## src/rtl/servant_uart_rx_pkg.sv

```systemverilog
// Shared definitions for the servant UART receiver: FSM state encodings and 8N1 frame constants.
package servant_uart_rx_pkg;

  localparam int DATA_BITS = 8;

  typedef enum logic [2:0] {
    ST_IDLE  = 3'd0,
    ST_START = 3'd1,
    ST_DATA  = 3'd2,
    ST_STOP  = 3'd3,
    ST_BREAK = 3'd4
  } state_e;

endpackage

```

## src/rtl/servant_uart_fifo.sv

```systemverilog
// First-word-fall-through byte FIFO with extra-MSB pointers for full/empty detection.
module servant_uart_fifo #(
  parameter int DEPTH = 16,
  parameter int WIDTH = 8
) (
  input  logic             i_clk,
  input  logic             i_rst_n,
  input  logic             i_push,
  input  logic [WIDTH-1:0] i_wdata,
  input  logic             i_pop,
  output logic [WIDTH-1:0] o_rdata,
  output logic             o_empty,
  output logic             o_full
);

  localparam int AW = $clog2(DEPTH);

  logic [AW:0]      wr_ptr_q, wr_ptr_d;
  logic [AW:0]      rd_ptr_q, rd_ptr_d;
  logic [WIDTH-1:0] mem_q [DEPTH];
  logic             do_push;
  logic             do_pop;

  assign o_empty = (wr_ptr_q == rd_ptr_q);
  assign o_full  = (wr_ptr_q[AW] != rd_ptr_q[AW]) &&
                   (wr_ptr_q[AW-1:0] == rd_ptr_q[AW-1:0]);

  // A pop frees the slot in the same cycle, so a full FIFO still accepts a simultaneous push.
  assign do_pop  = i_pop & ~o_empty;
  assign do_push = i_push & (~o_full | do_pop);

  assign o_rdata = o_empty ? '0 : mem_q[rd_ptr_q[AW-1:0]];

  always_comb begin
    wr_ptr_d = wr_ptr_q;
    rd_ptr_d = rd_ptr_q;
    if (do_push) wr_ptr_d = wr_ptr_q + (AW+1)'(1);
    if (do_pop)  rd_ptr_d = rd_ptr_q + (AW+1)'(1);
  end

  always_ff @(posedge i_clk or negedge i_rst_n) begin
    if (!i_rst_n) begin
      wr_ptr_q <= '0;
      rd_ptr_q <= '0;
    end else begin
      wr_ptr_q <= wr_ptr_d;
      rd_ptr_q <= rd_ptr_d;
    end
  end

  always_ff @(posedge i_clk) begin
    if (do_push) mem_q[wr_ptr_q[AW-1:0]] <= i_wdata;
  end

endmodule

```

## src/rtl/servant_uart_rx.sv

```systemverilog
// 8N1 receiver for the servant GPIO line: synchroniser, bit timer, framing FSM and byte FIFO.
//
// state | meaning
// IDLE  | line idle, waiting for a low level
// START | timing to start-bit midpoint, rejects glitches
// DATA  | sampling 8 data bits LSB first at bit midpoints
// STOP  | sampling stop bit; high pushes the byte, low flags a frame error
// BREAK | line held low after a frame error, waiting for it to return high
module servant_uart_rx
  import servant_uart_rx_pkg::*;
#(
  parameter int BAUD_DIV = 278,
  parameter int DEPTH    = 16
) (
  input  logic       i_clk,
  input  logic       i_rst_n,
  input  logic       i_rx,
  output logic [7:0] o_data,
  output logic       o_valid,
  input  logic       i_ready,
  output logic       o_frame_err,
  output logic       o_overflow,
  input  logic       i_clr
);

  localparam int CW = $clog2(BAUD_DIV);
  localparam logic [CW-1:0] HALF_LOAD = CW'(BAUD_DIV/2 - 1);
  localparam logic [CW-1:0] FULL_LOAD = CW'(BAUD_DIV - 1);
  localparam logic [2:0]    LAST_IDX  = 3'(DATA_BITS - 1);

  state_e         state_q, state_d;
  logic [CW-1:0]  cnt_q, cnt_d;
  logic [2:0]     idx_q, idx_d;
  logic [7:0]     shift_q, shift_d;
  logic           rx_meta_q, rx_s_q;
  logic           frame_err_q, frame_err_d;
  logic           overflow_q, overflow_d;
  logic           push;
  logic           pop;
  logic           fifo_empty;
  logic           fifo_full;

  always_ff @(posedge i_clk or negedge i_rst_n) begin
    if (!i_rst_n) begin
      rx_meta_q <= 1'b1;
      rx_s_q    <= 1'b1;
    end else begin
      rx_meta_q <= i_rx;
      rx_s_q    <= rx_meta_q;
    end
  end

  always_comb begin
    state_d     = state_q;
    cnt_d       = (cnt_q != '0) ? cnt_q - CW'(1) : cnt_q;
    idx_d       = idx_q;
    shift_d     = shift_q;
    push        = 1'b0;
    frame_err_d = 1'b0;
    unique case (state_q)
      ST_IDLE: begin
        if (!rx_s_q) begin
          state_d = ST_START;
          cnt_d   = HALF_LOAD;
        end
      end
      ST_START: begin
        if (cnt_q == '0) begin
          if (!rx_s_q) begin
            state_d = ST_DATA;
            idx_d   = '0;
            cnt_d   = FULL_LOAD;
          end else begin
            state_d = ST_IDLE;
          end
        end
      end
      ST_DATA: begin
        if (cnt_q == '0) begin
          shift_d[idx_q] = rx_s_q;
          cnt_d          = FULL_LOAD;
          if (idx_q == LAST_IDX) state_d = ST_STOP;
          else                   idx_d   = idx_q + 3'd1;
        end
      end
      ST_STOP: begin
        if (cnt_q == '0) begin
          if (rx_s_q) begin
            push    = 1'b1;
            state_d = ST_IDLE;
          end else begin
            frame_err_d = 1'b1;
            state_d     = ST_BREAK;
          end
        end
      end
      ST_BREAK: begin
        if (rx_s_q) state_d = ST_IDLE;
      end
      default: state_d = ST_IDLE;
    endcase
  end

  always_ff @(posedge i_clk or negedge i_rst_n) begin
    if (!i_rst_n) begin
      state_q     <= ST_IDLE;
      cnt_q       <= '0;
      idx_q       <= '0;
      shift_q     <= '0;
      frame_err_q <= 1'b0;
      overflow_q  <= 1'b0;
    end else begin
      state_q     <= state_d;
      cnt_q       <= cnt_d;
      idx_q       <= idx_d;
      shift_q     <= shift_d;
      frame_err_q <= frame_err_d;
      overflow_q  <= overflow_d;
    end
  end

  assign pop = ~fifo_empty & i_ready;

  // A drop in the same cycle as a clear still leaves the flag set.
  assign overflow_d = (overflow_q & ~i_clr) | (push & fifo_full & ~pop);

  servant_uart_fifo #(
    .DEPTH (DEPTH),
    .WIDTH (8)
  ) u_fifo (
    .i_clk   (i_clk),
    .i_rst_n (i_rst_n),
    .i_push  (push),
    .i_wdata (shift_d),
    .i_pop   (pop),
    .o_rdata (o_data),
    .o_empty (fifo_empty),
    .o_full  (fifo_full)
  );

  assign o_valid     = ~fifo_empty;
  assign o_frame_err = frame_err_q;
  assign o_overflow  = overflow_q;

endmodule

```

## config.mk

```make
export PLATFORM = sky130hd
export DESIGN_NAME = servant_uart_rx
export DESIGN_NICKNAME = d
export VERILOG_FILES = /design/src/rtl/servant_uart_rx_pkg.sv /design/src/rtl/servant_uart_fifo.sv /design/src/rtl/servant_uart_rx.sv
export SDC_FILE = /design/constraint.sdc
export NUM_CORES = 1
export LEC_CHECK = 0
export ABC_AREA = 1
export CAP_MARGIN = 20
export CELL_PAD_IN_SITES_DETAIL_PLACEMENT = 0
export CELL_PAD_IN_SITES_GLOBAL_PLACEMENT = 1
export CORE_ASPECT_RATIO = 1.5
export CORE_UTILIZATION = 53
export DETAILED_ROUTE_END_ITERATION = 12
export HOLD_SLACK_MARGIN = 0.1
export PLACE_DENSITY = 0.95
export SLEW_MARGIN = 20
export SYNTH_ARGS = -nofsm -noshare
export SYNTH_HDL_FRONTEND = slang
export SYNTH_SLANG_ARGS = --single-unit
```

## constraint.sdc

```tcl
create_clock -name i_clk -period 4.3 [get_ports i_clk]
set_input_delay 0.86 -clock i_clk [delete_from_list [all_inputs] [get_ports i_clk]]
set_output_delay 0.86 -clock i_clk [all_outputs]
set_load 0.05 [all_outputs]
```

==> results_dict.tcl <==
set metrics [dict create \
    outcome "complete, no violations" \
    p_leak_nw 3.84 \
    netlist_area_um2 7720 \
    seq_area_frac_synth_pct 61.8 \
    synthArstFlopShare_pct 22.4 \
    postRouteAntennaNets 0 \
    yosys_warnings 0 \
    crit_path_cell_trace "buf_4 > nand2_1 > nand2_1 > nor2_2 > nand3_2 > inv_1 > a21oi_1 > clkdlybuf4s50_1" \
    power_density_nw_per_um2 372 \
    tns_ns 0 \
    max_stage_delay_ns 0.82 \
    first_pass_iters 5 \
    crit_path_frequent_cell "nand2_1" \
    clk_latency_ns 0.42 \
    dpl.hpwl_um 11200 \
    port_buffers 15 \
    die_h_um 150 \
    grt_usage_pct 24.9 \
    rsz0062_at_grt "false" \
    num_rows 53 \
    syn_nets 828 \
    n_antenna_cell 0 \
    wl_met3_um 940 \
    fin_cells 1041 \
    netlist_instances 813 \
    viasPerCell 5.26 \
    nets 851 \
    wirelength_met1_um 6430 \
    cts_buffer_depth 2 \
    register_area_um2 4770 \
    clk_pin_slew_ns 0.06 \
    fp.coreArea_um2 14100 \
    clkSinkCount 165 \
    slew_violations 0 \
    post_cts_buffers 0 \
    synth-seq-cells 165 \
    period_share_pct 90.0 \
    drt_iter0_drc 366 \
    cp_max_fo 57 \
    cp-end-kind "primary output" \
    worstHoldPathCells 0 \
    die-area_um2 15100 \
    worst_slew_pin_slew_ns 1.02 \
    final_area_um2 8690 \
    die_w_um 101 \
    grt_max_degree 60 \
    dr.max_layer_used "met4" \
    hold_path.class "reg2reg" \
    maxSlewHeadroom_pct 32.3 \
    arrival_ns 3.01 \
    rr_worst_depth 8 \
    multi_input_area_um2 2400 \
    drive_above_1_share_pct 9.42 \
    io_pins 16 \
    met2_length_um 8990 \
    crit_type "reg2out" \
    maxCapViolCount 0 \
    cp_slowest_cell "clkdlybuf4s50_1" \
    grt_pass1_vias 5605 \
    place_area_um2 8090 \
    hold_viol 0 \
    cp-start-kind "flop" \
    synth.distinct_cells 38 \
    grt_overflow_total 0 \
    cp.required_ns 3.44 \
    via_count 5479 \
    ctsHoldBuffers 0 \
    start_util_pct 54.7 \
    ys.flop_type "edfxtp_1" \
    cts_root_buffer "clkbuf_16" \
    gp_congestion 0.828 \
    ctsResizeCount 0 \
    ir_worst_vdd_v 0.000266 \
    dp_cells 1009 \
    n_fill_cell 1142 \
    drt-wirelength-per-cell_um 16.4 \
    antenna_found_initial 0 \
    min_period_ns 3.87 \
    setup_viol 0 \
    grt_pass1_wl_um 27400 \
    synth.avg_cell_area_um2 9.50 \
    wl_um 17000 \
    drc 0 \
    cts_tree "yes" \
    cts_max_level 4 \
    synth_edf_count 128 \
    timing.fmax_mhz 258 \
    cts_buffers 17 \
    fin_skew_ns 0.0114 \
    area_delta_synth_final_pct 12.5 \
]
[through the flow]
step | setup slack [ns] | power (mW) | hold WS (ns) | util (%)
6_report | 0.429 | 3.23 | 0.355 | 61.5
5_1_grt | 0.237 | 3.32 | 0.360 | 61.5
4_1_cts | 0.444 | 3.26 | 0.357 | 61.5
3_5_place_dp | 0.902 | 1.75 | 0.347 | 57.3
3_3_place_gp | 0.923 | 1.75 | 0.347 | 57.3
2_1_floorplan | 1.43 | 1.74 | 0.345 | -
[layout make-up]
class / count / share of cell area (%)
timing repair buffer: 33 / 3.37
inverter: 103 / 4.45
clock inverter: 15 / 1.94
multi-input combinational: 516 / 27.6
clock buffer: 17 / 4.90
sequential: 165 / 55.0
tap: 192 / 2.77
[report_power, final]
part           internal, mW  leakage, nW  switching [mW]  total, mW
logic               0.00317         1.59          0.0101     0.0132
registers              1.70         1.96         0.00146       1.70
clock network         0.872        0.290           0.646       1.52
total                  2.58         3.84           0.658       3.23
[path summary, 6_finish.rpt]
| kind | start | to | slack [ns] |
|---|---|---|---|
| worst max-delay path | u_fifo.rd_ptr_q[0] | o_data[5] | 0.43 |
| worst min-delay path | rx_meta_q | rx_s_q | 0.36 |
| worst max register to register | cnt_q[0] | u_fifo.mem_q[4][0] | 1.50 |
| worst min register to register | rx_meta_q | rx_s_q | 0.36 |
| max in group asynchronous | i_rst_n | u_fifo.rd_ptr_q[0] | 3.16 |
| min in group asynchronous | i_rst_n | cnt_q[1] | 0.54 |
[cell usage in the layout (no fill, tap or decap), types with 5 or more instances in the layout]
cell and instances:
edfxtp_1 128, nand3_1 65, nor3_1 10, ha_1 10, o21ai_1 7, buf_4 17, clkbuf_16 17, inv_6 5
inv_1 97, inv_2 5, o21ai_0 17, dfrtp_1 34, a21oi_1 10, nand2_1 304, nor2_1 44, xor2_1 7
clkdlybuf4s50_1 14, nand4_1 7
[sequential cells by signal (all words and copies together) (netlist names)]
register / count
u_fifo.wr_ptr_q: 5
idx_q: 3
rx_meta_q: 1
u_fifo.mem_q: 128
state_q: 3
cnt_q: 9
shift_q: 8
u_fifo.rd_ptr_q: 5
o_overflow: 1
rx_s_q: 1
o_frame_err: 1
[worst max-delay path, delay by kind of cell, from the launching register on]
kind	cells	cell delay, ns
buffers and inverters	3	1.51
flip-flops	1	0.48
AND/OR/NAND/NOR	4	0.40
AO/OA/AOI/OAI	1	0.17
[cell usage after synthesis, types with 3 or more instances]
cell type  count  share of area, %
ha_1          10               1.6
clkbuf_1       4              0.19
nor3_1        11              0.71
o211ai_1       4              0.39
o21ai_1        4              0.26
xor2_1         7              0.79
inv_2          5              0.24
nor2_1        44               2.1
a21oi_1       11              0.71
edfxtp_1     128                50
buf_4          8              0.78
inv_1         97               4.7
dfrtp_1       35                11
nor3_2         3              0.39
buf_2         14              0.91
nand2_1      304                15
o21ai_0       21               1.4
nand4_1        7              0.57
nand3_1       65               4.2
xnor2_1        3              0.34
nor2_2         4              0.32
[logic make-up after synthesis]
family / after synthesis / share of synthesized area [%]
DFF: 165 / 61.8
and+or+nand+nor: 448 / 24.4
buffers and inverters: 132 / 7.28
xor gates and xnor gates: 12 / 1.56
adders and majority gates: 10 / 1.62
AOI/OAI and AO/OA: 46 / 3.32
[metal layers]
metal,track usage [%],up-vias
li1,-,2668
met1,27.7,2572
met2,43.9,194
met3,5.89,45
met4,13.0,0
met5,0,-
Power figures use the tool's default switching activity.
